==> src/rtl/fib_pkg.sv <==
// Shared constants and helpers for the Fibonacci adder, sequencer and result buffer.
package fib_pkg;

  localparam int FIB_DATA_W = 17;
  localparam int FIB_N_W    = 5;
  localparam int FIB_N_MAX  = 24;

  // Smallest r with 2**r >= n; used for pointer and occupancy widths.
  function automatic int clog2(input int n);
    int r;
    r = 0;
    for (int i = 0; i < 32; i++) begin
      if ((1 << r) < n) r = r + 1;
    end
    return r;
  endfunction

endpackage

==> src/rtl/fib_result_buffer_if.sv <==
// Consumer-side result stream of fib_result_buffer. FIB_BUF_PARITY_EN adds out_parity.
interface fib_result_buffer_if #(
  parameter int DATA_W = 17
);

  // Transfer happens on a rising clk edge where out_valid & out_ready; out_valid never
  // waits on out_ready, and out_data/out_parity stay stable while out_valid & ~out_ready.
  logic              out_valid;
  logic              out_ready;
  logic [DATA_W-1:0] out_data;
`ifdef FIB_BUF_PARITY_EN
  logic              out_parity;
`endif

  modport master (
    output out_valid,
    output out_data,
`ifdef FIB_BUF_PARITY_EN
    output out_parity,
`endif
    input  out_ready
  );

  modport slave (
    input  out_valid,
    input  out_data,
`ifdef FIB_BUF_PARITY_EN
    input  out_parity,
`endif
    output out_ready
  );

endinterface

==> src/rtl/fib_rise_detect.sv <==
// Rising-edge detector for an adder done level. done_q resets to 1 so a done that is
// already high when reset releases does not count as a new completion.
module fib_rise_detect (
  input  logic clk,
  input  logic rst_n,
  input  logic done_i,
  output logic cap_o
);

  logic done_q;

  always_ff @(posedge clk or negedge rst_n) begin
    if (!rst_n) done_q <= 1'b1;
    else        done_q <= done_i;
  end

  assign cap_o = done_i & ~done_q;

endmodule

==> src/rtl/fib_result_buffer.sv <==
// Captures one adder result per done rising edge into a DEPTH-entry FIFO and presents it
// over valid/ready. Define FIB_BUF_PARITY_EN to store and present an even-parity bit.
module fib_result_buffer
  import fib_pkg::*;
#(
  parameter int DATA_W = FIB_DATA_W,
  parameter int DEPTH  = 4
) (
  input  logic                   clk,
  input  logic                   reset,
  input  logic                   done,
  input  logic [DATA_W-1:0]      dataIn,
  fib_result_buffer_if.master    out_if,
  output logic [clog2(DEPTH):0]  count,
  output logic                   full,
  output logic                   overflow
);

  localparam int PTR_W = clog2(DEPTH);
  localparam int CNT_W = PTR_W + 1;
`ifdef FIB_BUF_PARITY_EN
  localparam int ENTRY_W = DATA_W + 1;
`else
  localparam int ENTRY_W = DATA_W;
`endif

  logic               cap;
  logic               pop;
  logic               wr_en;
  logic               empty;
  logic [ENTRY_W-1:0] entry_d;
  logic [ENTRY_W-1:0] head_entry;

  logic [ENTRY_W-1:0] mem_q [DEPTH];
  logic [PTR_W-1:0]   head_q, head_d;
  logic [PTR_W-1:0]   tail_q, tail_d;
  logic [CNT_W-1:0]   count_q, count_d;
  logic               overflow_q, overflow_d;

  fib_rise_detect u_rise (
    .clk    (clk),
    .rst_n  (reset),
    .done_i (done),
    .cap_o  (cap)
  );

  assign empty = (count_q == '0);
  assign full  = (count_q == CNT_W'(DEPTH));
  assign pop   = ~empty & out_if.out_ready;
  // A pop in the same cycle frees the head slot, so a capture while full still lands.
  assign wr_en = cap & (~full | pop);

`ifdef FIB_BUF_PARITY_EN
  assign entry_d = {^dataIn, dataIn};
`else
  assign entry_d = dataIn;
`endif

  always_comb begin
    head_d     = head_q;
    tail_d     = tail_q;
    count_d    = count_q;
    overflow_d = overflow_q;
    if (pop)   head_d = head_q + PTR_W'(1);
    if (wr_en) tail_d = tail_q + PTR_W'(1);
    count_d = count_q + CNT_W'(wr_en) - CNT_W'(pop);
    if (cap & full & ~pop) overflow_d = 1'b1;
  end

  always_ff @(posedge clk or negedge reset) begin
    if (!reset) begin
      head_q     <= '0;
      tail_q     <= '0;
      count_q    <= '0;
      overflow_q <= 1'b0;
    end else begin
      head_q     <= head_d;
      tail_q     <= tail_d;
      count_q    <= count_d;
      overflow_q <= overflow_d;
    end
  end

  // Storage needs no reset: every read is masked while the FIFO is empty.
  always_ff @(posedge clk) begin
    if (wr_en) mem_q[tail_q] <= entry_d;
  end

  assign head_entry       = empty ? '0 : mem_q[head_q];
  assign out_if.out_valid = ~empty;
  assign out_if.out_data  = head_entry[DATA_W-1:0];
`ifdef FIB_BUF_PARITY_EN
  assign out_if.out_parity = head_entry[DATA_W];
`endif

  assign count    = count_q;
  assign overflow = overflow_q;

endmodule

==> src/flat_wrapper.sv <==
// flat-port wrapper written by rule: the top's interface ports become plain ports
module fib_result_buffer_flat import fib_pkg::*;
#(
  parameter int DATA_W = FIB_DATA_W,
  parameter int DEPTH  = 4
)
  (clk, reset, done, dataIn, count, full, overflow, out_if_out_valid, out_if_out_data, out_if_out_ready);
  fib_result_buffer_if #(.DATA_W(DATA_W)) out_if_i ();
  input  logic clk;
  input  logic reset;
  input  logic done;
  input  logic [DATA_W-1:0] dataIn;
  output logic [clog2(DEPTH):0] count;
  output logic full;
  output logic overflow;
  output wire logic [$bits(out_if_i.out_valid)-1:0] out_if_out_valid;
  output wire logic [$bits(out_if_i.out_data)-1:0] out_if_out_data;
  input wire logic [$bits(out_if_i.out_ready)-1:0] out_if_out_ready;
  assign out_if_out_valid = out_if_i.out_valid;
  assign out_if_out_data = out_if_i.out_data;
  assign out_if_i.out_ready = out_if_out_ready;
  fib_result_buffer #(.DATA_W(DATA_W), .DEPTH(DEPTH)) u_core (.clk(clk), .reset(reset), .done(done), .dataIn(dataIn), .out_if(out_if_i), .count(count), .full(full), .overflow(overflow));
endmodule
==> config.mk <==
export PLATFORM = sky130hd
export DESIGN_NAME = fib_result_buffer_flat
export DESIGN_NICKNAME = d
export VERILOG_FILES = /design/src/rtl/fib_pkg.sv /design/src/rtl/fib_result_buffer_if.sv /design/src/rtl/fib_rise_detect.sv /design/src/rtl/fib_result_buffer.sv /design/src/flat_wrapper.sv
export SDC_FILE = /design/constraint.sdc
export NUM_CORES = 1
export LEC_CHECK = 0
export ABC_AREA = 1
export CAP_MARGIN = 10
export CORE_MARGIN = 2
export CORE_UTILIZATION = 50
export CTS_CLUSTER_SIZE = 16
export DETAILED_ROUTE_END_ITERATION = 12
export GPL_ROUTABILITY_DRIVEN = 1
export PLACE_DENSITY = 0.77
export SLEW_MARGIN = 20
export SYNTH_ARGS = -nofsm -noshare
export SYNTH_HDL_FRONTEND = slang
export SYNTH_SLANG_ARGS = --single-unit
export TNS_END_PERCENT = 1
==> constraint.sdc <==
create_clock -name clk -period 2.34 [get_ports clk]
set_input_delay 0.351 -clock clk [delete_from_list [all_inputs] [get_ports clk]]
set_output_delay 0.351 -clock clk [all_outputs]
set_load 0.01 [all_outputs]
# Word level (Yosys, flattened, before mapping)
# Memories as Yosys holds them, arrays and structs flattened.
# Index checks and enable logic that the tools add are counted.
# op_classes
add_sub_neg,4
eq_ne,1
muxes,3
bitwise_logic,10
reduce_logical,1
# op_table
op,n
17-bit two-way mux,1
1-bit AND,5
2-bit by 1-bit adder with 2-bit output (second input constant),2
1-bit NOT,4
3-bit by 1-bit adder with 3-bit output,1
3-bit equality test (second input constant),1
3-bit zero test,1
3-bit by 1-bit subtractor with 3-bit output,1
1-bit two-way mux,2
1-bit OR,1
# word_totals
ff_bits,9
ramBits,68
input_bits,21
output_inout_bits,23
elab_cells,25
memories,1
# memory_table
name,depth,width,read_ports,rd_ports_with_merged_regs,write_ports,line,source
u_core.mem_q,4,17,1,0,1,fib_result_buffer.sv:34,logic [ENTRY_W-1:0] mem_q [DEPTH];

# Depth between registers and ports, before layout
# Gate-level depths: netlist of the first run.
# logic_depth
word_depth,7
mapped_depth,9
depth_no_buf,9

# Modules after synthesis
# Synthesis of the first run repeated with hierarchy kept, for this count alone.
# hier_totals
hier_cells,326
hier_area_um2,3477.1
# by_module_without_submodules
module,n_inst,cells_each,area_per_inst_um2,seq_area_each_um2
fib_result_buffer,1,323,3440.8,2242.2
fib_rise_detect,1,3,36.3,26.3

# Worst setup path before layout of the first run
# Ideal clock, no wire load.
# synth_timing
path_type,register to register
start,register u_core.count_q[1] (netlist: u_core.count[1])
end,register u_core.count_q[2] (netlist: u_core.count[2])
arrival_ps,1832
setup_slack_ps,385
stages_incl_launch_ff,10
path_buffers,0
period_less_slack_ps,1955
path_cell_list,dfrtp_1 -> nor2_1 -> nand2_1 -> nand2_1 -> inv_1 -> ha_1 -> inv_1 -> ha_1 -> fa_1 -> xnor2_1
# synth_via
elab_chain_len,7
word_cells_on_any_way,9
cone_classes,2 x add/sub; 1 x eq/ne; 5 x bitwise; 1 x reduce/logical
# synth_lines
element,line,source
from (decl),fib_result_buffer.sv:37,"logic [CNT_W-1:0] count_q, count_d;"
from (signal assigned),fib_result_buffer.sv:79,count_q <= count_d;
3-bit zero test *,fib_result_buffer.sv:47,assign empty = (count_q == '0);
1-bit NOT *,--,
via out_if_out_valid,flat_wrapper.sv:16,output wire logic [$bits(out_if_i.out_valid)-1:0] out_if_out_valid;
1-bit AND *,fib_result_buffer.sv:49,assign pop = ~empty & out_if.out_ready;
via u_core.pop,fib_result_buffer.sv:28,logic pop;
1-bit OR,fib_result_buffer.sv:51,assign wr_en = cap & (~full | pop);
1-bit AND,fib_result_buffer.sv:51,
3-bit by 1-bit adder with 3-bit output,fib_result_buffer.sv:66,count_d = count_q + CNT_W'(wr_en) - CNT_W'(pop);
3-bit by 1-bit subtractor with 3-bit output *,fib_result_buffer.sv:66,
via u_core.count_d[2],fib_result_buffer.sv:37,
# The timed path passes the listed nets; every way through them passes the cells marked *.
# A chain may end at the register's enable or synchronous reset.

# Worst setup path in the final report of the first run
# layout_timing
start,register u_core.head_q[0]
end,output out_if_out_data[3]
# layout_via
elab_chain_len,2
# layout_lines
element,line,source
from (decl),fib_result_buffer.sv:35,"logic [PTR_W-1:0] head_q, head_d;"
from (signal assigned),fib_result_buffer.sv:72,head_q <= '0;
from (signal assigned),fib_result_buffer.sv:77,head_q <= head_d;
memory 4 x 17 bit,--,
17-bit two-way mux,fib_result_buffer.sv:89,assign head_entry = empty ? '0 : mem_q[head_q];
to (decl),flat_wrapper.sv:17,output wire logic [$bits(out_if_i.out_data)-1:0] out_if_out_data;
# No other way between the ends.

==> flow_summary.json, run 1 <==
{
  "groute.usage.overall": 0.187,
  "crit_path_max_incr_delay_ns": 0.56,
  "placeableCoreArea_sq_um": 6720,
  "cp.required_ns": 1.99,
  "grt_use_met1": 0.215,
  "numPortBuffers": 43,
  "mappedNetlistArea_sq_um": 3420,
  "power_leakage_nw": 1.88,
  "row_cnt": 30,
  "use_met2": 0.333,
  "root_buffer": "sky130_fd_sc_hd__clkbuf_8",
  "io_pins": 44,
  "finalNetCount": 411,
  "grt_use_met3": 0.0438,
  "criticalPathCategory": "reg2out",
  "synth.lib_cells_used.distinct": 18,
  "synth_area_per_cell_sq_um": 10.4,
  "layout_cells_sized_above_1": 0.0724,
  "run_status": "finished, final reports clean",
  "synth_area_leader_cell": "sky130_fd_sc_hd__edfxtp_1",
  "cts_setup_buffers": 0,
  "clock_insertion_delay_worst_skew_ns": 0.34,
  "drc": 0,
  "min-delay-path-class": "in2async",
  "clockBufferDepth": 2,
  "detailedRoute.firstPassIterationCount": 4,
  "routedWlPerCell_microns": 13.9,
  "path_delay_family": "buffers and inverters",
  "leading_cell_types_in_the_layout_fill_and_taps_excluded": "sky130_fd_sc_hd__inv_1, sky130_fd_sc_hd__nand2_1, sky130_fd_sc_hd__edfxtp_1",
  "detailedPlacementHpwl_mm": 4.17,
  "clk_pin_slew_ns": 0.07,
  "area_growth_syn_to_layout_pct": 22.0,
  "global_route.peak_usage_layer": "met2",
  "critPathCaptureType": "output port",
  "slew_headroom": 0.713,
  "period_share": 0.979,
  "clock_skew_ns": 0.00634,
  "synth_sequential_area_ratio": 0.663,
  "report.final.slew_viol_count": 0,
  "layout.cells.most_common": "sky130_fd_sc_hd__inv_1",
  "chipHeight_microns": 86.7,
  "grt_pass1_vias": 2249,
  "finalCriticalPeriod_ns": 2.29,
  "setup-tns-final_ns": 0,
  "vdd_drop_max_v": 0.000468,
  "grt_first_pass_wirelength_mm": 10.4,
  "design.die.area_sq_um": 7520,
  "rsz_0062_raised_after_global_routing": "true",
  "first_iter_violations": 128,
  "clock_tree.htree_level_count": 3,
  "grt_max_degree": 36,
  "synthesis.instances": 330,
  "floorplan.die.width_microns": 86.7,
  "n_antenna_cell": 0,
  "totalPowerFinal_mw": 4.76,
  "initial_utilization": 0.509,
  "drt-vias-per-instance": 4.84,
  "drt_wl_total_mm": 6.49,
  "finalWeightedCongestion": 0.791,
  "synthesis.yosys.warnings": 0,
  "synth.top_cell.area_share": 0.597,
  "number_of_hold_violations_in_the_final_report": 0,
  "worst_margin_pin_slew_ns": 0.429,
  "tritoncts": "yes",
  "cp_data_arrival_time_ns": 1.94,
  "grt_remaining_overflow": 0,
  "timing.final.setup_violations": 0,
  "cp_cell_sequence": "inv_4, nand2_1, nand3_1, a21oi_1, clkdlybuf4s50_1",
  "crit_path_max_fanout": 35,
  "cts_inserted_buffers": 9,
  "start_kind": "flop",
  "cap_violations": 0,
  "pwr_density_cell_nw_per_um2": 1140,
  "dr_total_vias": 2261,
  "grt_antenna_before_repair": 0,
  "synth.area.top_cells": "sky130_fd_sc_hd__edfxtp_1, sky130_fd_sc_hd__inv_1, sky130_fd_sc_hd__nand2_1",
  "drtAntennaViolNets": 0,
  "crit_buf_inv": 2,
  "clock.fmax_mhz": 437,
  "cpMaxStageDelayCell": "sky130_fd_sc_hd__clkdlybuf4s50_1",
  "clock_sinks": 77,
  "yosys_register_bits": 77,
  "mappedNetlistNets": 358
}
power breakdown:
part	switching [mW]	total [mW]	internal, mW
clock	0.442	1.03	0.590
sequential	0.0970	1.77	1.67
combinational	1.07	1.96	0.890
total	1.61	4.76	3.15
path summary, 6_finish.rpt:
check                                  from              endpoint  slack (ns)  depth (start not counted)
min in group clk                       done  u_core.u_rise.done_q        0.45                          1
hold reg to reg             u_core.overflow       u_core.overflow        0.46                          2
hold / removal                        reset       u_core.count[2]        0.31                          1
setup reg to reg            u_core.count[1]       u_core.count[2]        0.29                          9
max in group asynchronous             reset  u_core.u_rise.done_q        1.69                          1
setup / recovery           u_core.head_q[0]    out_if_out_data[3]        0.05                          5
through the flow:
| stage | cells | util | hold WS [ns] | area (sq um) | setup slack [ns] |
|---|---|---|---|---|---|
| global route | 467 | 0.621 | 0.327 | 4170 | -0.0863 |
| CTS | 467 | 0.620 | 0.313 | 4170 | 0.0257 |
| detailed placement | 452 | 0.589 | 0.449 | 3960 | 0.183 |
| floorplan | 330 | - | 0.0554 | 3420 | 0.385 |
| finish | 467 | 0.621 | 0.315 | 4170 | 0.0498 |
| global placement | 452 | 0.589 | 0.449 | 3960 | 0.280 |
worst register-to-register path, cell delays in order (launching register included):
cell,delay (ns)
sky130_fd_sc_hd__dfrtp_1,0.42
sky130_fd_sc_hd__nor2_1,0.14
sky130_fd_sc_hd__nand2_1,0.11
sky130_fd_sc_hd__nand2_1,0.13
sky130_fd_sc_hd__inv_1,0.07
sky130_fd_sc_hd__ha_1,0.28
sky130_fd_sc_hd__inv_1,0.05
sky130_fd_sc_hd__ha_1,0.19
sky130_fd_sc_hd__fa_1,0.41
sky130_fd_sc_hd__xnor2_1,0.14
repair_timing:
| item | 4_1_cts | 5_1_grt |
|---|---|---|
| hold buffers | 0 | 0 |
| endpoints found under the setup margin | 17 | 17 |
| resized for setup | 2 | 2 |
Yosys cell counts:
master,n
sky130_fd_sc_hd__clkinv_1,1
sky130_fd_sc_hd__buf_6,5
sky130_fd_sc_hd__nor2_1,7
sky130_fd_sc_hd__buf_4,2
sky130_fd_sc_hd__inv_1,84
sky130_fd_sc_hd__fa_1,1
sky130_fd_sc_hd__dfrtp_1,8
sky130_fd_sc_hd__dfstp_2,1
sky130_fd_sc_hd__ha_1,6
sky130_fd_sc_hd__edfxtp_1,68
sky130_fd_sc_hd__buf_2,4
sky130_fd_sc_hd__inv_4,1
sky130_fd_sc_hd__nand3_1,38
sky130_fd_sc_hd__xnor2_1,2
sky130_fd_sc_hd__inv_2,1
sky130_fd_sc_hd__a21oi_1,17
sky130_fd_sc_hd__o21ai_0,1
sky130_fd_sc_hd__nand2_1,83
logic make-up (layout without fill, tap and decap cells):
group,after synthesis,in the layout,share of synthesized area
xor gates and xnor gates,2,2,0.00512
adders and majority gates,7,7,0.0278
and+or+nand+nor,128,128,0.154
DFF,77,77,0.663
buffers and inverters,98,155,0.123
AOI/OAI and AO/OA,18,18,0.0263
routing by layer:
layer  vias up  share of wire  wire, microns
met2        68           0.52           3390
met3        10          0.047            307
li1       1133              -              -
met1      1050           0.42           2700
met4         0          0.014             93
met5         -              0              0
flip-flops by register name, summed over array words and instances (netlist names):
signal,flops
u_core.tail_q,2
u_core.u_rise.done_q,1
u_core.overflow,1
u_core.mem_q,68
u_core.count,3
u_core.head_q,2
cell type report:
type / instances / area [sq um]
fill: 510 / 2550
sequential: 77 / 2270
multi-input combinational: 155 / 731
timing repair buffer: 53 / 536
inverter: 87 / 330
clock buffer: 10 / 128
tap: 80 / 100
clock inverter: 5 / 76.3
Note: power is estimated with default switching activity, not from simulation.
==> run 2, diff against run 1 <==
==> constraint.sdc (replaced) <==
create_clock -name clk -period 2.34 [get_ports clk]
set_input_delay 0.351 -clock clk [delete_from_list [all_inputs] [get_ports clk]]
set_output_delay 0.351 -clock clk [all_outputs]
set_load 0.1 [all_outputs]
==> flow_summary.json, run 2 (synthesis gave the netlist of run 1 again) <==
{
  "run_status": "finished, final reports clean",
  "rsz_0062_raised_after_global_routing": "false",
  "groute.usage.overall": 0.198,
  "crit-reg2reg-launch": "u_core.count[1]",
  "crit_path_max_fanout": 17,
  "area_growth_syn_to_layout_pct": 32.5,
  "finalNetCount": 414,
  "timing.final.setup_violations": 0,
  "r2r_end": "u_core.count[2]",
  "routedWlPerCell_microns": 14.3,
  "root_buffer": "sky130_fd_sc_hd__clkbuf_8",
  "cp_cell_sequence": "clkinv_1, nand3_1, a21oi_4, buf_12",
  "postCtsResizedCells": 0,
  "period_share": 0.933,
  "finalCriticalPeriod_ns": 2.18,
  "clock.fmax_mhz": 458,
  "holdBufCountCts": 0,
  "row_cnt": 30,
  "placed_area_sq_um": 4340,
  "cp_data_arrival_time_ns": 1.83,
  "clock_skew_ns": 0.00349,
  "critPathCaptureType": "output port",
  "io_pins": 44,
  "cap_violations": 0,
  "worst_margin_pin_slew_ns": 0.612,
  "drtAntennaViolNets": 0,
  "registers.top_by_ff_count": "u_core.mem_q",
  "drt-vias-per-instance": 4.94,
  "placeableCoreArea_sq_um": 6720,
  "numPortBuffers": 43,
  "grt_remaining_overflow": 0,
  "drc": 0,
  "first_iter_violations": 115,
  "chipHeight_microns": 86.7,
  "grt_first_pass_wirelength_mm": 11.0,
  "tritoncts": "yes",
  "cts_setup_buffers": 0,
  "detailedPlacementHpwl_mm": 4.52,
  "clock_sinks": 77,
  "finalWeightedCongestion": 0.785,
  "cts_inserted_buffers": 9,
  "number_of_hold_violations_in_the_final_report": 0,
  "report.final.slew_viol_count": 0,
  "crit_path_max_incr_delay_ns": 0.49,
  "clk_pin_slew_ns": 0.07,
  "design.die.area_sq_um": 7520,
  "slew_headroom": 0.589,
  "drt_wl_total_mm": 6.71,
  "final_cell_area_sq_um": 4530,
  "initial_utilization": 0.509,
  "largest_reg_flops": 68,
  "layout.cells.most_common": "sky130_fd_sc_hd__inv_1",
  "crit_buf_inv": 2,
  "cp.required_ns": 1.99,
  "grt_max_degree": 36,
  "grt_pass1_vias": 2371,
  "floorplan.die.width_microns": 86.7,
  "grt_antenna_before_repair": 0,
  "criticalPathCategory": "reg2out",
  "clockBufferDepth": 2,
  "min-delay-path-class": "in2async",
  "cpMaxStageDelayCell": "sky130_fd_sc_hd__clkinv_1",
  "dr_total_vias": 2328,
  "layout_cells_sized_above_1": 0.194,
  "detailedRoute.firstPassIterationCount": 4,
  "n_antenna_cell": 0,
  "reg2reg_setup_slack_ns": 0.33,
  "clock_insertion_delay_worst_skew_ns": 0.34,
  "start_kind": "flop",
  "r2r_cells": 9,
  "clock_tree.htree_level_count": 3,
  "leading_cell_types_in_the_layout_fill_and_taps_excluded": "sky130_fd_sc_hd__inv_1, sky130_fd_sc_hd__nand2_1, sky130_fd_sc_hd__edfxtp_1",
  "path_delay_family": "buffers and inverters"
}
run 2: worst max-delay path by stage:
| stage | startpoint | end | cells after the start |
|---|---|---|---|
| 3_3_place_gp | out_if_out_ready | u_core.count[2] | 8 |
| 2_1_floorplan | u_core.count[2] | out_if_out_data[10] | 5 |
| 3_5_place_dp | out_if_out_ready | u_core.count[2] | 8 |
| 5_1_grt | u_core.head_q[0] | out_if_out_data[15] | 5 |
| 6_report | u_core.head_q[1] | out_if_out_data[1] | 4 |
| 4_1_cts | u_core.head_q[0] | out_if_out_data[15] | 5 |
run 2: routing by layer:
| metal | up-vias | wire [microns] | GRT usage |
|---|---|---|---|
| met5 | - | 0 | 0 |
| met4 | 0 | 120 | 0.0866 |
| met3 | 11 | 236 | 0.0400 |
| met2 | 55 | 3630 | 0.347 |
| met1 | 1126 | 2720 | 0.235 |
| li1 | 1136 | - | - |
run 2: area by class of cell:
type / count / area (sq um)
clock inverter: 7 / 65.1
timing repair buffer: 56 / 708
sequential: 77 / 2270
multi-input combinational: 155 / 932
clock buffer: 9 / 124
fill: 477 / 2190
tap: 80 / 100
inverter: 87 / 329
run 2: through the flow:
| stage | instances | setup WS, ns | util | hold slack, ns | TNS (ns) |
|---|---|---|---|---|---|
| floorplan | 330 | -0.139 | - | 0.0554 | -1.53 |
| global placement | 455 | 0.272 | 0.646 | 0.454 | 0 |
| detailed placement | 455 | 0.229 | 0.646 | 0.483 | 0 |
| CTS | 471 | 0.139 | 0.674 | 0.307 | 0 |
| global route | 471 | 0.0418 | 0.674 | 0.328 | 0 |
| finish | 471 | 0.157 | 0.674 | 0.313 | 0 |
run 2: worst register-to-register path: stages (launching register included):
cell and delay [ns]:
sky130_fd_sc_hd__dfrtp_2 0.42, sky130_fd_sc_hd__nor2_1 0.22, sky130_fd_sc_hd__nand2_4 0.08, sky130_fd_sc_hd__nand2_1 0.12
sky130_fd_sc_hd__inv_1 0.07, sky130_fd_sc_hd__ha_1 0.27, sky130_fd_sc_hd__inv_1 0.04, sky130_fd_sc_hd__ha_1 0.18
sky130_fd_sc_hd__fa_1 0.37, sky130_fd_sc_hd__xnor2_1 0.14
Power of run 2 is left out: the tool's default activity adds up to more than one toggle a clock period on the data nets, which glitch-free logic cannot reach.
